==> src/rtl/chacha_aead_framer_if.sv <==
// Stream bundle for the ChaCha20-Poly1305 AEAD framer: AAD/payload inputs,
// padded AAD/payload outputs and the Poly1305 length block output.
interface chacha_aead_framer_if;
   logic         s_aad_valid;
   logic [127:0] s_aad_data;
   logic [15:0]  s_aad_keep;
   logic         s_aad_last;
   logic         s_aad_ready;

   logic         s_pld_valid;
   logic [127:0] s_pld_data;
   logic [15:0]  s_pld_keep;
   logic         s_pld_last;
   logic         s_pld_ready;

   logic         aad_valid;
   logic [127:0] aad_data;
   logic [15:0]  aad_keep;
   logic         aad_ready;

   logic         pld_valid;
   logic [127:0] pld_data;
   logic [15:0]  pld_keep;
   logic         pld_ready;

   logic         len_valid;
   logic [127:0] len_block;
   logic         len_ready;

   // Framer side: sinks the input streams, sources the padded streams.
   modport master (
      input  s_aad_valid, s_aad_data, s_aad_keep, s_aad_last,
      output s_aad_ready,
      input  s_pld_valid, s_pld_data, s_pld_keep, s_pld_last,
      output s_pld_ready,
      output aad_valid, aad_data, aad_keep,
      input  aad_ready,
      output pld_valid, pld_data, pld_keep,
      input  pld_ready,
      output len_valid, len_block,
      input  len_ready
   );

   modport slave (
      output s_aad_valid, s_aad_data, s_aad_keep, s_aad_last,
      input  s_aad_ready,
      output s_pld_valid, s_pld_data, s_pld_keep, s_pld_last,
      input  s_pld_ready,
      input  aad_valid, aad_data, aad_keep,
      output aad_ready,
      input  pld_valid, pld_data, pld_keep,
      output pld_ready,
      input  len_valid, len_block,
      output len_ready
   );
endinterface

==> src/rtl/chacha_aead_framer.sv <==
// Frames AAD and ciphertext for Poly1305: pads each stream to 16-byte blocks,
// counts bytes, then emits the {pld_len, aad_len} length block.
module chacha_aead_framer #(
   parameter int LEN_W      = 64,
   parameter bit ERR_ON_OVF = 1'b1
) (
   input  logic                  clk,
   input  logic                  rst_n,
   input  logic                  start,
   input  logic                  aad_skip,
   input  logic                  pld_skip,
   chacha_aead_framer_if.master  bus,
   output logic                  busy,
   output logic                  done,
   output logic                  err,
   output logic [LEN_W-1:0]      aad_bytes,
   output logic [LEN_W-1:0]      pld_bytes
);

   typedef enum logic [1:0] {ST_IDLE, ST_AAD, ST_PLD, ST_LEN} state_t;

   state_t             state_q, state_d;
   logic               aad_valid_q, aad_valid_d;
   logic [127:0]       aad_data_q, aad_data_d;
   logic               pld_valid_q, pld_valid_d;
   logic [127:0]       pld_data_q, pld_data_d;
   logic               len_valid_q, len_valid_d;
   logic               done_q, done_d;
   logic               err_q, err_d;
   logic               pld_skip_q, pld_skip_d;
   logic [LEN_W-1:0]   aad_cnt_q, aad_cnt_d;
   logic [LEN_W-1:0]   pld_cnt_q, pld_cnt_d;

   logic               s_aad_rdy, s_pld_rdy;
   logic               aad_fire, pld_fire;
   logic [LEN_W:0]     aad_sum, pld_sum;
   logic               aad_bad, pld_bad;

   function automatic logic [4:0] popcount16(input logic [15:0] k);
      logic [4:0] c;
      c = 5'd0;
      for (int i = 0; i < 16; i++) c = c + {4'd0, k[i]};
      return c;
   endfunction

   // Non-last beats must be full; a last beat must be a 1..16 byte prefix.
   function automatic logic keep_ok(input logic [15:0] k, input logic last);
      logic [15:0] k_inc;
      logic        ok;
      k_inc = k + 16'd1;
      if (last) ok = (k != 16'd0) && ((k & k_inc) == 16'd0);
      else      ok = (k == 16'hFFFF);
      return ok;
   endfunction

   function automatic logic [127:0] pad16(input logic [127:0] d, input logic [15:0] k);
      logic [127:0] o;
      o = '0;
      for (int i = 0; i < 16; i++) o[8*i +: 8] = k[i] ? d[8*i +: 8] : 8'd0;
      return o;
   endfunction

   assign s_aad_rdy = (state_q == ST_AAD) && (!aad_valid_q || bus.aad_ready);
   assign s_pld_rdy = (state_q == ST_PLD) && (!pld_valid_q || bus.pld_ready);
   assign aad_fire  = bus.s_aad_valid && s_aad_rdy;
   assign pld_fire  = bus.s_pld_valid && s_pld_rdy;

   // The extra top bit of each sum is the counter carry-out.
   assign aad_sum = {1'b0, aad_cnt_q} + {{(LEN_W-4){1'b0}}, popcount16(bus.s_aad_keep)};
   assign pld_sum = {1'b0, pld_cnt_q} + {{(LEN_W-4){1'b0}}, popcount16(bus.s_pld_keep)};
   assign aad_bad = !keep_ok(bus.s_aad_keep, bus.s_aad_last) || (ERR_ON_OVF && aad_sum[LEN_W]);
   assign pld_bad = !keep_ok(bus.s_pld_keep, bus.s_pld_last) || (ERR_ON_OVF && pld_sum[LEN_W]);

   always_comb begin
      state_d     = state_q;
      aad_valid_d = aad_valid_q && !bus.aad_ready;
      aad_data_d  = aad_data_q;
      pld_valid_d = pld_valid_q && !bus.pld_ready;
      pld_data_d  = pld_data_q;
      len_valid_d = len_valid_q;
      done_d      = 1'b0;
      err_d       = err_q;
      pld_skip_d  = pld_skip_q;
      aad_cnt_d   = aad_cnt_q;
      pld_cnt_d   = pld_cnt_q;

      unique case (state_q)
         ST_IDLE: begin
            if (start) begin
               err_d      = 1'b0;
               aad_cnt_d  = '0;
               pld_cnt_d  = '0;
               pld_skip_d = pld_skip;
               if (!aad_skip)     state_d = ST_AAD;
               else if (!pld_skip) state_d = ST_PLD;
               else               state_d = ST_LEN;
            end
         end
         ST_AAD: begin
            if (aad_fire) begin
               if (aad_bad) begin
                  err_d       = 1'b1;
                  aad_valid_d = 1'b0;
                  pld_valid_d = 1'b0;
                  state_d     = ST_IDLE;
               end else begin
                  aad_valid_d = 1'b1;
                  aad_data_d  = pad16(bus.s_aad_data, bus.s_aad_keep);
                  aad_cnt_d   = aad_sum[LEN_W-1:0];
                  if (bus.s_aad_last) state_d = pld_skip_q ? ST_LEN : ST_PLD;
               end
            end
         end
         ST_PLD: begin
            if (pld_fire) begin
               if (pld_bad) begin
                  err_d       = 1'b1;
                  aad_valid_d = 1'b0;
                  pld_valid_d = 1'b0;
                  state_d     = ST_IDLE;
               end else begin
                  pld_valid_d = 1'b1;
                  pld_data_d  = pad16(bus.s_pld_data, bus.s_pld_keep);
                  pld_cnt_d   = pld_sum[LEN_W-1:0];
                  if (bus.s_pld_last) state_d = ST_LEN;
               end
            end
         end
         ST_LEN: begin
            // The length block waits until both padded streams have drained.
            if (len_valid_q && bus.len_ready) begin
               len_valid_d = 1'b0;
               done_d      = 1'b1;
               state_d     = ST_IDLE;
            end else if (!aad_valid_q && !pld_valid_q) begin
               len_valid_d = 1'b1;
            end
         end
         default: state_d = ST_IDLE;
      endcase
   end

   always_ff @(posedge clk) begin
      if (!rst_n) begin
         state_q     <= ST_IDLE;
         aad_valid_q <= 1'b0;
         aad_data_q  <= '0;
         pld_valid_q <= 1'b0;
         pld_data_q  <= '0;
         len_valid_q <= 1'b0;
         done_q      <= 1'b0;
         err_q       <= 1'b0;
         pld_skip_q  <= 1'b0;
         aad_cnt_q   <= '0;
         pld_cnt_q   <= '0;
      end else begin
         state_q     <= state_d;
         aad_valid_q <= aad_valid_d;
         aad_data_q  <= aad_data_d;
         pld_valid_q <= pld_valid_d;
         pld_data_q  <= pld_data_d;
         len_valid_q <= len_valid_d;
         done_q      <= done_d;
         err_q       <= err_d;
         pld_skip_q  <= pld_skip_d;
         aad_cnt_q   <= aad_cnt_d;
         pld_cnt_q   <= pld_cnt_d;
      end
   end

   assign bus.s_aad_ready = s_aad_rdy;
   assign bus.s_pld_ready = s_pld_rdy;
   assign bus.aad_valid   = aad_valid_q;
   assign bus.aad_data    = aad_data_q;
   assign bus.aad_keep    = 16'hFFFF;
   assign bus.pld_valid   = pld_valid_q;
   assign bus.pld_data    = pld_data_q;
   assign bus.pld_keep    = 16'hFFFF;
   assign bus.len_valid   = len_valid_q;
   assign bus.len_block   = {64'(pld_cnt_q), 64'(aad_cnt_q)};

   assign busy      = (state_q != ST_IDLE);
   assign done      = done_q;
   assign err       = err_q;
   assign aad_bytes = aad_cnt_q;
   assign pld_bytes = pld_cnt_q;

endmodule

==> src/flat_wrapper.sv <==
// flat-port wrapper written by rule: the top's interface ports become plain ports
module chacha_aead_framer_flat 
#(
   parameter int LEN_W      = 64,
   parameter bit ERR_ON_OVF = 1'b1
)
  (clk, rst_n, start, aad_skip, pld_skip, busy, done, err, aad_bytes, pld_bytes, bus_s_aad_valid, bus_s_aad_data, bus_s_aad_keep, bus_s_aad_last, bus_s_aad_ready, bus_s_pld_valid, bus_s_pld_data, bus_s_pld_keep, bus_s_pld_last, bus_s_pld_ready, bus_aad_valid, bus_aad_data, bus_aad_keep, bus_aad_ready, bus_pld_valid, bus_pld_data, bus_pld_keep, bus_pld_ready, bus_len_valid, bus_len_block, bus_len_ready);
  chacha_aead_framer_if bus_i ();
  input  logic clk;
  input  logic rst_n;
  input  logic start;
  input  logic aad_skip;
  input  logic pld_skip;
  output logic busy;
  output logic done;
  output logic err;
  output logic [LEN_W-1:0] aad_bytes;
  output logic [LEN_W-1:0] pld_bytes;
  input wire logic [$bits(bus_i.s_aad_valid)-1:0] bus_s_aad_valid;
  input wire logic [$bits(bus_i.s_aad_data)-1:0] bus_s_aad_data;
  input wire logic [$bits(bus_i.s_aad_keep)-1:0] bus_s_aad_keep;
  input wire logic [$bits(bus_i.s_aad_last)-1:0] bus_s_aad_last;
  output wire logic [$bits(bus_i.s_aad_ready)-1:0] bus_s_aad_ready;
  input wire logic [$bits(bus_i.s_pld_valid)-1:0] bus_s_pld_valid;
  input wire logic [$bits(bus_i.s_pld_data)-1:0] bus_s_pld_data;
  input wire logic [$bits(bus_i.s_pld_keep)-1:0] bus_s_pld_keep;
  input wire logic [$bits(bus_i.s_pld_last)-1:0] bus_s_pld_last;
  output wire logic [$bits(bus_i.s_pld_ready)-1:0] bus_s_pld_ready;
  output wire logic [$bits(bus_i.aad_valid)-1:0] bus_aad_valid;
  output wire logic [$bits(bus_i.aad_data)-1:0] bus_aad_data;
  output wire logic [$bits(bus_i.aad_keep)-1:0] bus_aad_keep;
  input wire logic [$bits(bus_i.aad_ready)-1:0] bus_aad_ready;
  output wire logic [$bits(bus_i.pld_valid)-1:0] bus_pld_valid;
  output wire logic [$bits(bus_i.pld_data)-1:0] bus_pld_data;
  output wire logic [$bits(bus_i.pld_keep)-1:0] bus_pld_keep;
  input wire logic [$bits(bus_i.pld_ready)-1:0] bus_pld_ready;
  output wire logic [$bits(bus_i.len_valid)-1:0] bus_len_valid;
  output wire logic [$bits(bus_i.len_block)-1:0] bus_len_block;
  input wire logic [$bits(bus_i.len_ready)-1:0] bus_len_ready;
  assign bus_i.s_aad_valid = bus_s_aad_valid;
  assign bus_i.s_aad_data = bus_s_aad_data;
  assign bus_i.s_aad_keep = bus_s_aad_keep;
  assign bus_i.s_aad_last = bus_s_aad_last;
  assign bus_s_aad_ready = bus_i.s_aad_ready;
  assign bus_i.s_pld_valid = bus_s_pld_valid;
  assign bus_i.s_pld_data = bus_s_pld_data;
  assign bus_i.s_pld_keep = bus_s_pld_keep;
  assign bus_i.s_pld_last = bus_s_pld_last;
  assign bus_s_pld_ready = bus_i.s_pld_ready;
  assign bus_aad_valid = bus_i.aad_valid;
  assign bus_aad_data = bus_i.aad_data;
  assign bus_aad_keep = bus_i.aad_keep;
  assign bus_i.aad_ready = bus_aad_ready;
  assign bus_pld_valid = bus_i.pld_valid;
  assign bus_pld_data = bus_i.pld_data;
  assign bus_pld_keep = bus_i.pld_keep;
  assign bus_i.pld_ready = bus_pld_ready;
  assign bus_len_valid = bus_i.len_valid;
  assign bus_len_block = bus_i.len_block;
  assign bus_i.len_ready = bus_len_ready;
  chacha_aead_framer #(.LEN_W(LEN_W), .ERR_ON_OVF(ERR_ON_OVF)) u_core (.clk(clk), .rst_n(rst_n), .start(start), .aad_skip(aad_skip), .pld_skip(pld_skip), .bus(bus_i), .busy(busy), .done(done), .err(err), .aad_bytes(aad_bytes), .pld_bytes(pld_bytes));
endmodule
==> config.mk <==
export PLATFORM = sky130hd
export DESIGN_NAME = chacha_aead_framer_flat
export DESIGN_NICKNAME = d
export VERILOG_FILES = /design/src/rtl/chacha_aead_framer_if.sv /design/src/rtl/chacha_aead_framer.sv /design/src/flat_wrapper.sv
export SDC_FILE = /design/constraint.sdc
export NUM_CORES = 1
export LEC_CHECK = 0
export CAP_MARGIN = 10
export CORE_AREA = 4 4 330 332
export DETAILED_ROUTE_END_ITERATION = 7
export DIE_AREA = 0 0 334 336
export PLACE_DENSITY_LB_ADDON = 0.2
export SLEW_MARGIN = 20
export SYNTH_ARGS = -nofsm -noshare
export SYNTH_HDL_FRONTEND = slang
export SYNTH_SLANG_ARGS = --single-unit
==> constraint.sdc <==
create_clock -name clk -period 6.97 [get_ports clk]
set_input_delay 1.394 -clock clk [delete_from_list [all_inputs] [get_ports clk]]
set_output_delay 1.394 -clock clk [all_outputs]
set_load 0.05 [all_outputs]
==> reports/metrics.csv <==
metric,value,unit
crit_path_max_incr_delay,0.57,ns
crit_required,7.51,ns
place.gp.congestion,0.795,
cellLeakagePower,10.9,nW
cpMostUsedCell,fa_1,
drive_gt1_share,9.01,%
critPathSlowestCell,or4_4,
yosysUniqueCellTypes,72,
regToRegSetupSlack,3.23,ns
core,0.106,mm^2
holdBufCountCts,0,
p_sw,2.33,mW
numCtsBuffers,51,
synth.top_cell.area_share,37.8,%
holdPathStages,2,
cts_buffer_depth,3,
post_drt_wl_per_cell,20.5,um
grt_max_degree,86,
hold_viol,0,
combPwrFrac,28.3,%
worstMarginPinSlew,0.893,ns
cts_sinks,392,
routed_via_density,4.43,
synth_area,0.0208,mm^2
detail_route.first_pass.iterations,5,
remaining_drc_errors,0,
sequentialPowerShare,33.1,%
cp.arrival,7.34,ns
skew,0.0235,ns
syn_inst,2544,
nets,3633,
synth_edf_count,0,
pwr-share-clk,38.6,%
yosys-top-cells-area,"dfxtp_1 38%, nand3_1 8.1%, nand2_1 7.1%, buf_4 6.0%, a21boi_0 5.2%",
worst_hold_slack,0.444,ns
synth_seq_cells,392,
crit_fanout,8,
drt_iter0_drc,1056,
path_class,primary input to register,
relSlewSlack,40.2,%
die_y,336,um
clock_latency,0.62,ns
rsz0062_at_grt,true,
io_buffers,819,
start_util,19.5,%
power.density,213,mW/mm^2
fin_util,30.4,%
wirelength,96700,um
clock-root-buffer,clkbuf_16,
grt_usage,16.3,%
htree_levels,2,
start_kind,primary input,
sw_frac_of_total,33.8,%
dp_cells,4627,
post-route-period-util,97.5,%
fin_setup_tns,0,ns
rows,120,
end_kind,register,
overflow,0,
hp-class,register to register,
grt_pass1_vias,20551,
fmax,0.147,GHz
synth_common_cells,"392 x dfxtp_1, 392 x nand2_1, 334 x nand3_1",
dp_hpwl,74100,um
area_delta_synth_final,55.7,%
cp_cell_sequence,"clkdlybuf4s50_1, inv_1, ha_1, inv_1, fa_1, fa_2, fa_1, fa_1, fa_2, fa_1, xnor2_1, ha_1, a211oi_2, o21bai_1, nand4_1, or4_4, buf_4, o2111ai_4, buf_12, buf_4, buf_4, nand2_1, a21boi_0",
ios,852,
reg2reg_depth,10,
reg2reg_to,u_core.bus.pld_data[14],
ys.flop_type,dfxtp_1,
fin_crit,6.80,ns
dpl-instance-area,0.0306,mm^2
avgSynthCellArea,8.16,um^2
synth_top_cell_by_area,dfxtp_1,
ys_async_sr_fraction,0,%
power.internal,4.56,mW
r2r_start,u_core.pld_bytes[7],
vias,20944,
dieArea,0.112,mm^2
ant_nets,0,
worstHoldStart,u_core.bus.pld_data[82],
die-width,334,um
total_power,6.89,mW
slew_violations,0,
ys_warn_count,0,
clk_pin_slew,0.05,ns
place_ws,-0.579,ns
grt_antenna_before_repair,12,
synth_seq_area_share,37.8,%
grt_pass1_wl,140000,um
ir_drop,0.199,mV
final_cell_area,0.0323,mm^2
final_cells,4728,
setup_viol,0,
worst_slack,0.175,ns
cap_violations,0,
outcome,"complete, no violations",
cts_tree,built,
hold_end,u_core.bus.pld_data[82],
-- cell families (layout without fill, tap and decap cells) --
group | after synthesis | after routing | share of synthesized area (%)
other cells | 1 | 39 | 0.0181
xor+xnor | 8 | 8 | 0.337
flops | 392 | 392 | 37.8
simple gates | 1069 | 1069 | 25.6
compound gates | 528 | 528 | 17.7
buf+inv | 426 | 1169 | 11.3
mux | 66 | 66 | 3.18
fa+ha+maj | 54 | 54 | 4.05
-- critical path: cells and delay by family --
family	cells	cell delay, ns
buffers and inverters	7	1.20
AOI/OAI and AO/OA	4	0.59
xor gates and xnor gates	1	0.15
and+or+nand+nor	3	0.72
adders and majority gates	8	3.28
-- flip-flops by register name (all words and copies together), names as in the netlist --
| register | cells |
|---|---|
| u_core.done | 1 |
| u_core.pld_skip_q | 1 |
| u_core.bus.pld_data | 128 |
| u_core.bus.aad_valid | 1 |
| u_core.state_q | 2 |
| u_core.err | 1 |
| u_core.bus.aad_data | 128 |
| u_core.aad_bytes | 64 |
| u_core.bus.len_valid | 1 |
| u_core.bus.pld_valid | 1 |
| u_core.pld_bytes | 64 |
-- metal layers --
metal	global-route usage, %	vias to the layer above	part of all wire (%)	routed length, um
met5	0	-	0.062	60
met4	3.88	8	1.7	1670
met3	4.62	88	7.4	7170
met2	28.0	645	49	47300
met1	20.1	10006	42	40500
li1	-	10197	-	-
-- power by group through the flow --
stage               clock network, mW  registers (mW)  logic [mW]
floorplan                           0            2.34        1.09
global placement                    0            2.33        1.97
detailed placement                  0            2.33        1.97
CTS                              2.76            2.28        1.97
global route                     2.85            2.28        2.15
finish                           2.66            2.28        1.95
-- cells in the final DEF (no fill, tap or decap), types with 8 or more instances in the layout --
master,Yosys,layout
a21boi_1,120,143
o21a_1,10,9
mux2i_1,66,66
clkbuf_1,131,16
a21o_1,8,8
nor2_1,33,32
clkbuf_16,0,52
conb_1,1,32
or3_1,31,31
and4_1,15,15
dfxtp_1,392,392
nand2b_1,62,60
and2_1,15,14
nor2b_1,8,8
o21ai_0,50,49
a211oi_1,9,8
o31ai_1,27,25
fa_1,22,20
nand4_1,77,77
nand3_1,334,333
nor3_1,17,17
and3_1,29,29
inv_1,75,75
ha_1,32,31
a21boi_0,143,120
a21oi_1,111,110
buf_4,166,153
nand2_1,392,392
buf_12,0,28
or4_1,25,24
clkbuf_8,0,14
clkdlybuf4s50_1,0,818
nor4_1,9,9
-- layout make-up --
cell class,instances,area (um^2)
inverters,75,282
well taps,1403,1760
repair buffers,1002,9940
diodes,7,17.5
flip-flops and latches,392,7850
clock inverters,11,116
clock buffers,81,1530
multi-input cells,1757,10800
fillers,11407,74000
-- worst max-delay path by stage --
stage | start | end | cells past startpoint
2_1_floorplan | bus_s_aad_keep[0] | u_core.bus.pld_valid | 21
4_1_cts | bus_s_aad_keep[1] | u_core.aad_bytes[55] | 21
3_5_place_dp | bus_s_aad_keep[1] | u_core.aad_bytes[55] | 21
3_3_place_gp | bus_s_aad_keep[1] | u_core.aad_bytes[35] | 21
5_1_grt | bus_s_aad_keep[1] | u_core.bus.aad_data[111] | 23
6_report | bus_s_aad_keep[1] | u_core.bus.aad_data[100] | 23
-- timing repair --
item | CTS | global route
endpoints found under the setup margin | 0 | 246
buffers inserted | 0 | 1
resized for setup | 0 | 37
No activity file was read; power rests on OpenSTA's default activity.
